## src/rtl/hc595_rx_decoder_pkg.sv

```systemverilog
// Shared constants for the 74HC595 link receiver: field positions, digit codes and
// the active-low 7-segment pattern table.
package hc595_rx_decoder_pkg;

   localparam int unsigned FLD_DP      = 13;
   localparam int unsigned FLD_PAT_MSB = 12;
   localparam int unsigned FLD_PAT_LSB = 6;
   localparam int unsigned FLD_SEL_MSB = 5;
   localparam int unsigned CODE_W      = 5;
   localparam int unsigned CNT_W       = 5;

   localparam logic [4:0] CODE_BLANK = 5'd16;
   localparam logic [4:0] CODE_MINUS = 5'd17;
   localparam logic [4:0] CODE_UNK   = 5'd31;

   localparam logic [6:0] PAT_BLANK = 7'h7F;
   localparam logic [6:0] PAT_MINUS = 7'h3F;

   // {g,f,e,d,c,b,a}, active-low, indexed by hex value
   localparam logic [6:0] SEG_HEX_PAT [16] = '{
      7'h40, 7'h79, 7'h24, 7'h30, 7'h19, 7'h12, 7'h02, 7'h78,
      7'h00, 7'h10, 7'h08, 7'h03, 7'h46, 7'h21, 7'h06, 7'h0E
   };

   typedef enum logic [1:0] {
      WORD_OK,
      WORD_BAD_LEN,
      WORD_BAD_SEL,
      WORD_BAD_PAT
   } word_stat_e;

endpackage

```

## src/rtl/hc595_rx_decoder_if.sv

```systemverilog
// Link pins plus decoded status of the 74HC595 receiver; master drives the link,
// slave is the decoder.
interface hc595_rx_decoder_if #(
   parameter int unsigned DIG_N = 6
);
   logic               shcp;
   logic               stcp;
   logic               ds;
   logic               oe;
   logic [DIG_N*5-1:0] digit_code;
   logic [DIG_N-1:0]   digit_dp;
   logic               word_valid;
   logic               frame_done;
   logic               disp_on;
   logic [7:0]         err_cnt;

   modport master (
      output shcp, stcp, ds, oe,
      input  digit_code, digit_dp, word_valid, frame_done, disp_on, err_cnt
   );

   modport slave (
      input  shcp, stcp, ds, oe,
      output digit_code, digit_dp, word_valid, frame_done, disp_on, err_cnt
   );
endinterface

```

## src/rtl/hc595_rx_decoder_seg7_pattern_decode.sv

```systemverilog
// Combinational 7-segment pattern to digit-code decoder: 0..15 hex, blank, minus,
// or the unknown code for anything else.
module seg7_pattern_decode
   import hc595_rx_decoder_pkg::*;
(
   input  logic [6:0] pattern,
   output logic [4:0] code
);

   always_comb begin
      code = CODE_UNK;
      if (pattern == PAT_BLANK) begin
         code = CODE_BLANK;
      end else if (pattern == PAT_MINUS) begin
         code = CODE_MINUS;
      end else begin
         for (int unsigned i = 0; i < 16; i++) begin
            if (pattern == SEG_HEX_PAT[i]) code = 5'(i);
         end
      end
   end

endmodule

```

## src/rtl/hc595_rx_decoder.sv

```systemverilog
// Receive side of the 74HC595 digit-display link: resynchronises the link pins,
// rebuilds each latched word and decodes it into per-digit codes and status.
module hc595_rx_decoder
   import hc595_rx_decoder_pkg::*;
#(
   parameter int unsigned SHIFT_W = 14,
   parameter int unsigned DIG_N   = 6,
   parameter int unsigned SYNC_FF = 2
) (
   input  logic              sys_clk,
   input  logic              sys_rst,
   hc595_rx_decoder_if.slave link
);

   logic [SYNC_FF-1:0][3:0]  sync_q, sync_d;
   logic [3:0]               pin_s;
   logic [1:0]               prev_q, prev_d;
   logic                     shcp_rise, stcp_rise;

   logic [SHIFT_W-1:0]       sh_q, sh_d;
   logic [CNT_W-1:0]         bit_cnt_q, bit_cnt_d;
   logic [SHIFT_W-1:0]       word_q, word_d;
   logic                     latch_q, latch_d;
   logic                     len_ok_q, len_ok_d;

   logic [DIG_N*CODE_W-1:0]  digit_code_q, digit_code_d;
   logic [DIG_N-1:0]         digit_dp_q, digit_dp_d;
   logic [DIG_N-1:0]         seen_q, seen_d, seen_set;
   logic                     word_valid_q, word_valid_d;
   logic                     frame_done_q, frame_done_d;
   logic                     disp_on_q, disp_on_d;
   logic [7:0]               err_cnt_q, err_cnt_d;

   logic [DIG_N-1:0]         sel;
   logic                     sel_onehot;
   logic [4:0]               pat_code;
   word_stat_e               word_stat;

   // pin order in the synchroniser: {oe, ds, stcp, shcp}
   assign pin_s     = sync_q[SYNC_FF-1];
   assign shcp_rise = pin_s[0] & ~prev_q[0];
   assign stcp_rise = pin_s[1] & ~prev_q[1];

   always_comb begin
      sync_d = {sync_q[SYNC_FF-2:0], {link.oe, link.ds, link.stcp, link.shcp}};
      prev_d = pin_s[1:0];
   end

   // A coincident latch captures the pre-shift register, so the new bit starts the next word.
   always_comb begin
      sh_d      = sh_q;
      bit_cnt_d = bit_cnt_q;
      word_d    = word_q;
      latch_d   = 1'b0;
      len_ok_d  = len_ok_q;
      if (stcp_rise) begin
         word_d    = sh_q;
         latch_d   = 1'b1;
         len_ok_d  = (bit_cnt_q == CNT_W'(SHIFT_W));
         bit_cnt_d = '0;
      end
      if (shcp_rise) begin
         sh_d = {sh_q[SHIFT_W-2:0], pin_s[2]};
         if (stcp_rise) begin
            bit_cnt_d = CNT_W'(1);
         end else if (bit_cnt_q != '1) begin
            bit_cnt_d = bit_cnt_q + CNT_W'(1);
         end
      end
   end

   seg7_pattern_decode u_pat_dec (
      .pattern (word_q[FLD_PAT_MSB:FLD_PAT_LSB]),
      .code    (pat_code)
   );

   assign sel        = word_q[FLD_SEL_MSB:0];
   assign sel_onehot = (sel != '0) &&
                       ((sel & (sel - {{(DIG_N-1){1'b0}}, 1'b1})) == '0);

   always_comb begin
      if (!len_ok_q) begin
         word_stat = WORD_BAD_LEN;
      end else if (!sel_onehot) begin
         word_stat = WORD_BAD_SEL;
      end else if (pat_code == CODE_UNK) begin
         word_stat = WORD_BAD_PAT;
      end else begin
         word_stat = WORD_OK;
      end
   end

   // Unknown patterns are still displayed; they only add to the error count.
   always_comb begin
      digit_code_d = digit_code_q;
      digit_dp_d   = digit_dp_q;
      seen_d       = seen_q;
      seen_set     = seen_q | sel;
      word_valid_d = latch_q;
      frame_done_d = 1'b0;
      err_cnt_d    = err_cnt_q;
      disp_on_d    = ~pin_s[3];
      if (latch_q) begin
         if (word_stat == WORD_OK || word_stat == WORD_BAD_PAT) begin
            for (int unsigned i = 0; i < DIG_N; i++) begin
               if (sel[i]) begin
                  digit_code_d[CODE_W*i +: CODE_W] = pat_code;
                  digit_dp_d[i]                    = ~word_q[FLD_DP];
               end
            end
            if (&seen_set) begin
               frame_done_d = 1'b1;
               seen_d       = '0;
            end else begin
               seen_d = seen_set;
            end
         end
         if (word_stat != WORD_OK && err_cnt_q != 8'hFF) begin
            err_cnt_d = err_cnt_q + 8'd1;
         end
      end
   end

   always_ff @(posedge sys_clk or posedge sys_rst) begin
      if (sys_rst) begin
         sync_q       <= '0;
         prev_q       <= '0;
         sh_q         <= '0;
         bit_cnt_q    <= '0;
         word_q       <= '0;
         latch_q      <= 1'b0;
         len_ok_q     <= 1'b0;
         digit_code_q <= {DIG_N{CODE_BLANK}};
         digit_dp_q   <= '0;
         seen_q       <= '0;
         word_valid_q <= 1'b0;
         frame_done_q <= 1'b0;
         disp_on_q    <= 1'b0;
         err_cnt_q    <= '0;
      end else begin
         sync_q       <= sync_d;
         prev_q       <= prev_d;
         sh_q         <= sh_d;
         bit_cnt_q    <= bit_cnt_d;
         word_q       <= word_d;
         latch_q      <= latch_d;
         len_ok_q     <= len_ok_d;
         digit_code_q <= digit_code_d;
         digit_dp_q   <= digit_dp_d;
         seen_q       <= seen_d;
         word_valid_q <= word_valid_d;
         frame_done_q <= frame_done_d;
         disp_on_q    <= disp_on_d;
         err_cnt_q    <= err_cnt_d;
      end
   end

   assign link.digit_code = digit_code_q;
   assign link.digit_dp   = digit_dp_q;
   assign link.word_valid = word_valid_q;
   assign link.frame_done = frame_done_q;
   assign link.disp_on    = disp_on_q;
   assign link.err_cnt    = err_cnt_q;

endmodule

```

## src/flat_wrapper.sv

```systemverilog
// flat-port wrapper written by rule: the top's interface ports become plain ports
module hc595_rx_decoder_flat import hc595_rx_decoder_pkg::*;
#(
   parameter int unsigned SHIFT_W = 14,
   parameter int unsigned DIG_N   = 6,
   parameter int unsigned SYNC_FF = 2
)
  (sys_clk, sys_rst, link_shcp, link_stcp, link_ds, link_oe, link_digit_code, link_digit_dp, link_word_valid, link_frame_done, link_disp_on, link_err_cnt);
  hc595_rx_decoder_if #(.DIG_N(DIG_N)) link_i ();
  input  logic sys_clk;
  input  logic sys_rst;
  input wire logic [$bits(link_i.shcp)-1:0] link_shcp;
  input wire logic [$bits(link_i.stcp)-1:0] link_stcp;
  input wire logic [$bits(link_i.ds)-1:0] link_ds;
  input wire logic [$bits(link_i.oe)-1:0] link_oe;
  output wire logic [$bits(link_i.digit_code)-1:0] link_digit_code;
  output wire logic [$bits(link_i.digit_dp)-1:0] link_digit_dp;
  output wire logic [$bits(link_i.word_valid)-1:0] link_word_valid;
  output wire logic [$bits(link_i.frame_done)-1:0] link_frame_done;
  output wire logic [$bits(link_i.disp_on)-1:0] link_disp_on;
  output wire logic [$bits(link_i.err_cnt)-1:0] link_err_cnt;
  assign link_i.shcp = link_shcp;
  assign link_i.stcp = link_stcp;
  assign link_i.ds = link_ds;
  assign link_i.oe = link_oe;
  assign link_digit_code = link_i.digit_code;
  assign link_digit_dp = link_i.digit_dp;
  assign link_word_valid = link_i.word_valid;
  assign link_frame_done = link_i.frame_done;
  assign link_disp_on = link_i.disp_on;
  assign link_err_cnt = link_i.err_cnt;
  hc595_rx_decoder #(.SHIFT_W(SHIFT_W), .DIG_N(DIG_N), .SYNC_FF(SYNC_FF)) u_core (.sys_clk(sys_clk), .sys_rst(sys_rst), .link(link_i));
endmodule
```

## config.mk

```make
export PLATFORM = sky130hd
export DESIGN_NAME = hc595_rx_decoder_flat
export DESIGN_NICKNAME = d
export VERILOG_FILES = /design/src/rtl/hc595_rx_decoder_pkg.sv /design/src/rtl/hc595_rx_decoder_if.sv /design/src/rtl/hc595_rx_decoder_seg7_pattern_decode.sv /design/src/rtl/hc595_rx_decoder.sv /design/src/flat_wrapper.sv
export SDC_FILE = /design/constraint.sdc
export NUM_CORES = 1
export LEC_CHECK = 0
export CELL_PAD_IN_SITES_DETAIL_PLACEMENT = 1
export CELL_PAD_IN_SITES_GLOBAL_PLACEMENT = 1
export CORE_AREA = 2 2 112 114
export CTS_BUF_LIST = sky130_fd_sc_hd__clkbuf_16
export CTS_CLUSTER_DIAMETER = 40
export DETAILED_ROUTE_END_ITERATION = 8
export DIE_AREA = 0 0 114 116
export PLACE_DENSITY_LB_ADDON = 0.1
export RECOVER_POWER = 50
export SLEW_MARGIN = 10
export SYNTH_ARGS = -nofsm -noshare
export SYNTH_HDL_FRONTEND = slang
export SYNTH_SLANG_ARGS = --single-unit
```

## constraint.sdc

```tcl
create_clock -name sys_clk -period 3.72 [get_ports sys_clk]
set_input_delay 0.558 -clock sys_clk [delete_from_list [all_inputs] [get_ports sys_clk]]
set_output_delay 0.558 -clock sys_clk [all_outputs]
set_load 0.01 [all_outputs]
```

* Yosys cells after proc, flatten, opt, wreduce, memory -nomap -nowiden
Index checks and enable logic that the tools add are counted.
** Operators by class
- Bitwise operators :: 8
- Equal/unequal tests :: 22
- Reductions and logical operators :: 17
- Add/subtract/negate cells :: 3
- Muxes and demuxes :: 30
** Operators by type and width (count)
- $mux W5 :: 22
- $eq A7 B7 Y1 const B :: 5
- $eq A7 B6 Y1 const B :: 4
- $eq A7 B5 Y1 const B :: 3
- $reduce_and A3 Y1 :: 6
- $eq A7 B2 Y1 const B :: 2
- $eq A7 B4 Y1 const B :: 2
- $add A8 B1 Y8 const B :: 1
- $ne A8 B8 Y1 const B :: 1
- $eq A7 B3 Y1 const B :: 1
- $logic_not A7 Y1 :: 1
- $and A6 B6 Y6 :: 1
- $logic_not A6 Y1 :: 1
- $mux W2 :: 3
- $mux W6 :: 1
- $or A6 B6 Y6 :: 1
- $reduce_and A6 Y1 :: 1
- $reduce_bool A6 Y1 :: 1
- $sub A6 B1 Y6 const B :: 1
- $add A5 B1 Y5 const B :: 1
- $eq A5 B4 Y1 const B :: 1
- $eq A5 B5 Y1 const B :: 1
- $ne A5 B5 Y1 const B :: 1
- $mux W1 :: 4
- 8 further kinds :: 14
** Storage, ports and cells
- Register bits :: 98
- Output and inout bits :: 47

* Logic depth before layout (Yosys ltp)
- Depth in word-level cells :: 27
- Mapped depth :: 13
- Depth with buffers taken out :: 11

* By module
From an unflattened synthesis, not the netlist that was laid out.
** Second synthesis, totals
- Cell total of the unflattened synthesis :: 372
- Area, all modules :: 4287.9 µm²
** By module, submodules not included
- hc595_rx_decoder :: times used 1, sequential area each 2459.9 µm², cells each 300, area each 3812.4 µm²
- seg7_pattern_decode :: times used 1, sequential area each 0.0 µm², cells each 72, area each 475.5 µm²

* Least setup slack after synthesis
OpenSTA, ideal clock, no wires.
- Path kind :: register to register
- From :: register u_core.word_q[2]
- To :: register u_core.digit_code_q[15], in the netlist u_core.link.digit_code[15]
- Cell stages (with the launch flop) :: 13
- Required time :: 3.588 ns
- Arrival :: 2.910 ns
- Clock period less this slack :: 3.042 ns
- Slack :: 0.678 ns
- Path buffers :: 3
- Path through :: dfrtp_1 -> buf_2 -> or4_1 -> maj3_1 -> a21o_1 -> o31a_1 -> ha_1 -> nor2b_1 -> clkbuf_1 -> nand2_1 -> clkbuf_1 -> nand2_1 -> o21ai_0
** Between the ends
- Longest elaborated chain between the ends :: 9
- Elaborated cells on any way between the ends :: 11
- Classes of those cells :: 1 x add/sub; 1 x eq/ne; 2 x mux; 1 x bitwise; 6 x reduce/logical
** Ends and longest elaborated chain
- from (decl) :: RTL line hc595_rx_decoder.sv:22 : logic [SHIFT_W-1:0] word_q, word_d;
- from (signal assigned) :: RTL line hc595_rx_decoder.sv:145 : word_q <= word_d;
- $sub A6 B1 Y6 :: RTL line hc595_rx_decoder.sv:79 : ((sel & (sel - {{(DIG_N-1){1'b0}}, 1'b1})) == '0);
- $and A6 B6 Y6 :: RTL line hc595_rx_decoder.sv:79
- $logic_not A6 Y1 :: RTL line hc595_rx_decoder.sv:79
- $logic_and A1 B1 Y1 (*) :: RTL line hc595_rx_decoder.sv:78 : assign sel_onehot = (sel != '0) &&
- $mux W2 (*) :: RTL line hc595_rx_decoder.sv:84 : end else if (!sel_onehot) begin
- $mux W2 (*) :: RTL line hc595_rx_decoder.sv:82 : if (!len_ok_q) begin
- $eq A2 B2 Y1 or $logic_not A2 Y1 (tied branches) :: RTL line hc595_rx_decoder.sv:104 : if (word_stat == WORD_OK || word_stat == WORD_BAD_PAT) begin
- $logic_or A1 B1 Y1 (*) :: RTL line hc595_rx_decoder.sv:104
- $reduce_and A3 Y1 (no line) (*)
- to (signal assigned) :: RTL line hc595_rx_decoder.sv:133 : digit_code_q <= {DIG_N{CODE_BLANK}};
- to (signal assigned) :: RTL line hc595_rx_decoder.sv:148 : digit_code_q <= digit_code_d;
- to (decl) :: RTL line hc595_rx_decoder.sv:26 : logic [DIG_N*CODE_W-1:0] digit_code_q, digit_code_d;
Every way passes the cells marked *; elsewhere a longest branch is shown, timed or not.
A chain may end at the register's enable or synchronous reset.

* Final worst setup path
- From :: register u_core.word_q[7]
- To :: register u_core.digit_code_q[8], in the netlist u_core.link.digit_code[8]
** Between the ends
- Longest elaborated chain between the ends :: 26
- Elaborated cells on any way between the ends :: 44
- Classes of those cells :: 19 x eq/ne; 21 x mux; 4 x reduce/logical
** Ends and longest elaborated chain
- $eq A7 B7 Y1 :: RTL line hc595_rx_decoder_seg7_pattern_decode.sv:18 : if (pattern == SEG_HEX_PAT[i]) code = 5'(i);
- $mux W5 (16 in a row) :: RTL line hc595_rx_decoder_seg7_pattern_decode.sv:18
- $mux W5 :: RTL line hc595_rx_decoder_seg7_pattern_decode.sv:14 : end else if (pattern == PAT_MINUS) begin
- $mux W5 (*) :: RTL line hc595_rx_decoder_seg7_pattern_decode.sv:12 : if (pattern == PAT_BLANK) begin
- $eq A5 B5 Y1 :: RTL line hc595_rx_decoder.sv:86 : end else if (pat_code == CODE_UNK) begin
- $mux W2 :: RTL line hc595_rx_decoder.sv:86
- $mux W2 :: RTL line hc595_rx_decoder.sv:84
- $mux W2 :: RTL line hc595_rx_decoder.sv:82
- $eq A2 B2 Y1 or $logic_not A2 Y1 (tied branches) :: RTL line hc595_rx_decoder.sv:104
- $logic_or A1 B1 Y1 :: RTL line hc595_rx_decoder.sv:104
- $reduce_and A3 Y1 (no line)
Marked as above.

==> report_table.html <==
<table>
<tr><th>Metric</th><th>Value</th></tr>
<tr><th colspan="2">Run status</th></tr>
<tr><td>Status</td><td>complete, but fails checks</td></tr>
<tr><td>Violations in the final reports</td><td>max-capacitance violations, max-slew violations</td></tr>
<tr><th colspan="2">Placed design</th></tr>
<tr><td>Number of I/O port buffers</td><td>52</td></tr>
<tr><td>Detailed placement HPWL</td><td>around 6 mm</td></tr>
<tr><td>RePlAce Congestion</td><td>0.826</td></tr>
<tr><td>Cells after DPL</td><td>about 570</td></tr>
<tr><td>Post-Place Worst Slack</td><td>around 0.32 ns</td></tr>
<tr><th colspan="2">Detailed routing</th></tr>
<tr><td>DRC violation total after the first TritonRoute iteration</td><td>86</td></tr>
<tr><td>Via density per instance</td><td>4.96</td></tr>
<tr><td>Number of detailed-route iterations in the first pass</td><td>4</td></tr>
<tr><td>Per-cell routed wire length</td><td>15.2 um</td></tr>
<tr><td>Number of vias after detailed routing</td><td>about 2900</td></tr>
<tr><td>DRC</td><td>0</td></tr>
<tr><td>Final antenna-violating net count</td><td>0</td></tr>
<tr><td>Routed Wire Length</td><td>about 8.9 mm</td></tr>
<tr><th colspan="2">Power and ir drop</th></tr>
<tr><td>Static power due to leakage</td><td>2.24 nW</td></tr>
<tr><td>Peak VDD IR</td><td>about 220 uV</td></tr>
<tr><td>Pwr dens</td><td>596 nW/um^2</td></tr>
<tr><th colspan="2">Clocking</th></tr>
<tr><td>Number of levels in the clock H-tree</td><td>3</td></tr>
<tr><td>Postcts setup bufs</td><td>0</td></tr>
<tr><td>Buffer cell driving the clock tree root</td><td>sky130_fd_sc_hd__clkbuf_16</td></tr>
<tr><td>Number of buffers inserted during clock tree synthesis</td><td>9</td></tr>
<tr><td>Hold-fix buffer count after cts</td><td>0</td></tr>
<tr><td>CTS tree</td><td>done</td></tr>
<tr><td>Resize count post-CTS</td><td>0</td></tr>
<tr><td>Register clock-pin slew on the reported worst setup and hold paths</td><td>0.07 ns</td></tr>
<tr><td>Clk sink count</td><td>~100</td></tr>
<tr><td>Worst-Skew Late Latency</td><td>~0.34 ns</td></tr>
<tr><td>Max clock buf depth</td><td>2</td></tr>
<tr><th colspan="2">Min path</th></tr>
<tr><td>Type of the worst min-delay path</td><td>reg2reg</td></tr>
<tr><td>Hold depth</td><td>0</td></tr>
<tr><td>Worst-case hold path end point</td><td>u_core.pin_s[1]</td></tr>
<tr><td>Hold_sp</td><td>u_core.sync_d[5]</td></tr>
<tr><th colspan="2">Worst setup path</th></tr>
<tr><td>Register-to-register path setup slack</td><td>between 0.2 and 0.3 ns</td></tr>
<tr><td>Required time worst endpoint</td><td>roughly 4 ns</td></tr>
<tr><td>Cell depth of the worst flop-to-flop path</td><td>11</td></tr>
<tr><td>Startpoint Class</td><td>flip-flop</td></tr>
<tr><td>Kind of end point of the critical path</td><td>flip-flop</td></tr>
<tr><td>Worst endpoint data arrival time</td><td>approximately 3.6 ns</td></tr>
<tr><td>Crit Path Class</td><td>reg2reg</td></tr>
<tr><td>Endpoint of the worst-slack reg-to-reg timing path</td><td>u_core.link.digit_code[8]</td></tr>
<tr><td>Launch instance of the worst register-to-register path</td><td>u_core.word_q[7]</td></tr>
<tr><td>Maximum fanout along the worst path</td><td>16</td></tr>
<tr><th colspan="2">STA</th></tr>
<tr><td>Transition time of the tightest slew-check pin</td><td>approximately 2.4 ns</td></tr>
<tr><td>Final count of hold timing violations</td><td>0</td></tr>
<tr><td>Total Negative Setup Slacks</td><td>0 ns</td></tr>
<tr><td>Final slew viol count</td><td>between 60 and 70</td></tr>
<tr><td>Worst max-slew margin expressed relative to the limit</td><td>-57.3%</td></tr>
<tr><td>Unrepaired setup endpoints after global routing</td><td>no</td></tr>
<tr><td>Maximum achievable frequency</td><td>between 200 and 300 MHz</td></tr>
<tr><td>Crit path time final</td><td>roughly 3.4 ns</td></tr>
<tr><td>Number of setup violations in the final report</td><td>0</td></tr>
<tr><td>Period Utilization, post-route</td><td>92.2%</td></tr>
<tr><td>Layout Skew</td><td>roughly 0.0077 ns</td></tr>
<tr><td>Fin worst setup slack</td><td>between 0.2 and 0.3 ns</td></tr>
<tr><th colspan="2">Yosys</th></tr>
<tr><td>Synthesized area divided by synthesized cell count</td><td>between 10 and 15 sq um</td></tr>
<tr><td>Netlist cell types</td><td>between 50 and 60</td></tr>
<tr><td>Fraction of synthesis flops using an asynchronous set or reset pin</td><td>between 90% and 100%</td></tr>
<tr><td>Number of synthesized flops with an enable pin</td><td>0</td></tr>
<tr><td>Flip-flop and latch count after synthesis</td><td>98</td></tr>
<tr><td>Post-Synthesis Net Count</td><td>397</td></tr>
<tr><td>YS warnings</td><td>0</td></tr>
<tr><td>Mapped Area</td><td>slightly above 4000 sq um</td></tr>
<tr><td>Predominant post-synthesis flop cell</td><td>sky130_fd_sc_hd__dfrtp_1</td></tr>
<tr><td>Synthesized instance count</td><td>386</td></tr>
<tr><td>Sequential-to-total area share from yosys stat</td><td>between 50% and 60%</td></tr>
<tr><th colspan="2">Die</th></tr>
<tr><td>Io pins</td><td>53</td></tr>
<tr><td>Initial Util</td><td>34.7%</td></tr>
<tr><td>Die height</td><td>~120 um</td></tr>
<tr><td>Standard-cell rows</td><td>40</td></tr>
<tr><td>Die area</td><td>around 13000 sq um</td></tr>
<tr><td>Die X</td><td>around 110 um</td></tr>
<tr><td>Core footprint</td><td>roughly 12000 sq um</td></tr>
<tr><th colspan="2">Layout</th></tr>
<tr><td>Antenna Diode Count</td><td>0</td></tr>
<tr><td>Layout net count</td><td>approximately 440</td></tr>
<tr><td>Final std cells w/o fill</td><td>about 580</td></tr>
<tr><td>Synth-to-layout area growth</td><td>20.7%</td></tr>
<tr><td>Layout cell share with drive strength beyond 1</td><td>about a tenth</td></tr>
<tr><td>Final design utilization</td><td>about two fifths</td></tr>
<tr><th colspan="2">Global routing</th></tr>
<tr><td>All-layer global routing usage</td><td>14.6%</td></tr>
<tr><td>Largest net degree at the start of global routing</td><td>65</td></tr>
<tr><td>Vias in the first global route</td><td>2950</td></tr>
<tr><td>Number of antenna violations at the first check in global routing</td><td>0</td></tr>
<tr><td>Sum of overflow across all layers after global routing</td><td>0</td></tr>
<tr><td>Global-route wire length before repair</td><td>between 15 and 20 mm</td></tr>
<tr><th colspan="2">Run</th></tr>
<tr><td>Count of max-cap constraint violations</td><td>1</td></tr>
</table>
## cell usage after synthesis, types with 3 or more instances
master                     number  area share, %
sky130_fd_sc_hd__nor2_1        15            1.4
sky130_fd_sc_hd__nand2_1       90            8.2
sky130_fd_sc_hd__nand4_1        5           0.76
sky130_fd_sc_hd__dfstp_2        6            3.8
sky130_fd_sc_hd__ha_1           5            1.5
sky130_fd_sc_hd__a21oi_1        7           0.85
sky130_fd_sc_hd__buf_4          4           0.73
sky130_fd_sc_hd__nor3_1         6           0.73
sky130_fd_sc_hd__and3_1         5           0.76
sky130_fd_sc_hd__xnor2_1        6            1.3
sky130_fd_sc_hd__o21ai_0       47            5.7
sky130_fd_sc_hd__mux2_2        15            4.1
sky130_fd_sc_hd__xor2_1         6            1.3
sky130_fd_sc_hd__clkbuf_1      12            1.1
sky130_fd_sc_hd__clkbuf_8       3            1.0
sky130_fd_sc_hd__inv_1         10           0.91
sky130_fd_sc_hd__nand2b_1       4           0.60
sky130_fd_sc_hd__a211oi_1       3           0.54
sky130_fd_sc_hd__nand3_1        3           0.36
sky130_fd_sc_hd__dfrtp_1       92             56
## worst max-delay path by stage
stage / start / to / slack, ns / cells after the start
floorplan: sys_rst / u_core.bit_cnt_q[0] / 0.61 / 1
global route: u_core.word_q[7] / u_core.link.digit_code[8] / 0.01 / 11
finish: u_core.word_q[7] / u_core.link.digit_code[8] / 0.29 / 11
global placement: u_core.word_q[8] / u_core.seen_q[2] / 0.42 / 11
CTS: u_core.word_q[7] / u_core.link.digit_code[8] / 0.25 / 11
detailed placement: u_core.word_q[7] / u_core.seen_q[4] / 0.32 / 11
## sequential cells by signal, summed over array words and instances (netlist names), 2 cells and up
| signal | flops |
|---|---|
| u_core.pin_s | 4 |
| u_core.seen_q | 6 |
| u_core.word_q | 14 |
| u_core.link.digit_dp | 6 |
| u_core.link.digit_code | 30 |
| u_core.sync_d | 4 |
| u_core.prev_q | 2 |
| u_core.link.err_cnt | 8 |
| u_core.sh_q | 14 |
| u_core.bit_cnt_q | 5 |
## stage by stage
| stage | cell area [sq um] | total power, mW | hold slack, ns |
|---|---|---|---|
| floorplan | 4140 | 1.95 | 0.331 |
| global placement | 4740 | 2.15 | 0.332 |
| detailed placement | 4740 | 2.18 | 0.337 |
| CTS | 5010 | 3.03 | 0.353 |
| global route | 5000 | 3.19 | 0.368 |
| finish | 5000 | 2.98 | 0.351 |
## metal layers
metal  wire, um  global-route usage, %  up-vias
li1           -                      -     1406
met1       4460                   20.7     1428
met2       4010                   22.6       45
met3        272                   2.51       13
met4        138                   5.37        0
met5          0                      0        -
## cells by family after synthesis
kind of cell	count (synthesis)	synth area share (%)
mux	15	4.08
xor+xnor	12	2.54
flops	98	59.4
compound gates	77	11.7
buf+inv	33	4.29
simple gates	145	16.2
fa+ha+maj	6	1.75
## power by group
part	switching [mW]	internal (mW)
clock	0.394	0.447
sequential	0.266	1.22
combinational	0.338	0.313
## cell type report
class / count / area, sq um
Multi-Input combinational cell: 255 / 1500
Clock inverter: 7 / 40.0
Fill cell: 1328 / 6910
Timing Repair Buffer: 57 / 549
Clock buffer: 9 / 225
Sequential cell: 98 / 2460
Inverter: 10 / 37.5
Tap cell: 147 / 184
## worst max-delay path, stage by stage, from the launching register on
cell	delay (ns)
sky130_fd_sc_hd__dfrtp_1	0.65
sky130_fd_sc_hd__and3b_1	0.23
sky130_fd_sc_hd__o211a_1	0.23
sky130_fd_sc_hd__nand2b_1	0.15
sky130_fd_sc_hd__a2111o_1	0.50
sky130_fd_sc_hd__o31a_1	0.32
sky130_fd_sc_hd__ha_1	0.29
sky130_fd_sc_hd__nor2b_1	0.16
sky130_fd_sc_hd__buf_4	0.21
sky130_fd_sc_hd__nand2_1	0.26
sky130_fd_sc_hd__nand2_1	0.16
sky130_fd_sc_hd__o21ai_0	0.12
## layout by cell type (no fill, tap or decap), types with 2 or more instances in the layout
master and instances:
sky130_fd_sc_hd__o21ai_0 47, sky130_fd_sc_hd__nand4_1 5, sky130_fd_sc_hd__dfstp_2 6, sky130_fd_sc_hd__buf_4 2
sky130_fd_sc_hd__nand2_1 90, sky130_fd_sc_hd__clkinvlp_4 2, sky130_fd_sc_hd__ha_1 5, sky130_fd_sc_hd__nor2_1 15
sky130_fd_sc_hd__o31a_1 2, sky130_fd_sc_hd__nand4b_1 2, sky130_fd_sc_hd__nand2b_1 4, sky130_fd_sc_hd__nor4_1 2
sky130_fd_sc_hd__dlygate4sd3_1 5, sky130_fd_sc_hd__nor3b_1 2, sky130_fd_sc_hd__xor2_1 6, sky130_fd_sc_hd__mux2_2 15
sky130_fd_sc_hd__nand3_1 3, sky130_fd_sc_hd__o22ai_1 2, sky130_fd_sc_hd__nor3_1 6, sky130_fd_sc_hd__clkdlybuf4s50_1 47
sky130_fd_sc_hd__dfrtp_1 92, sky130_fd_sc_hd__inv_1 13, sky130_fd_sc_hd__xnor2_1 6, sky130_fd_sc_hd__a21oi_1 7
sky130_fd_sc_hd__o211ai_1 2, sky130_fd_sc_hd__clkbuf_2 2, sky130_fd_sc_hd__clkbuf_16 9, sky130_fd_sc_hd__and3_1 5
sky130_fd_sc_hd__a211oi_1 3
(Power assumes the default switching activity.)
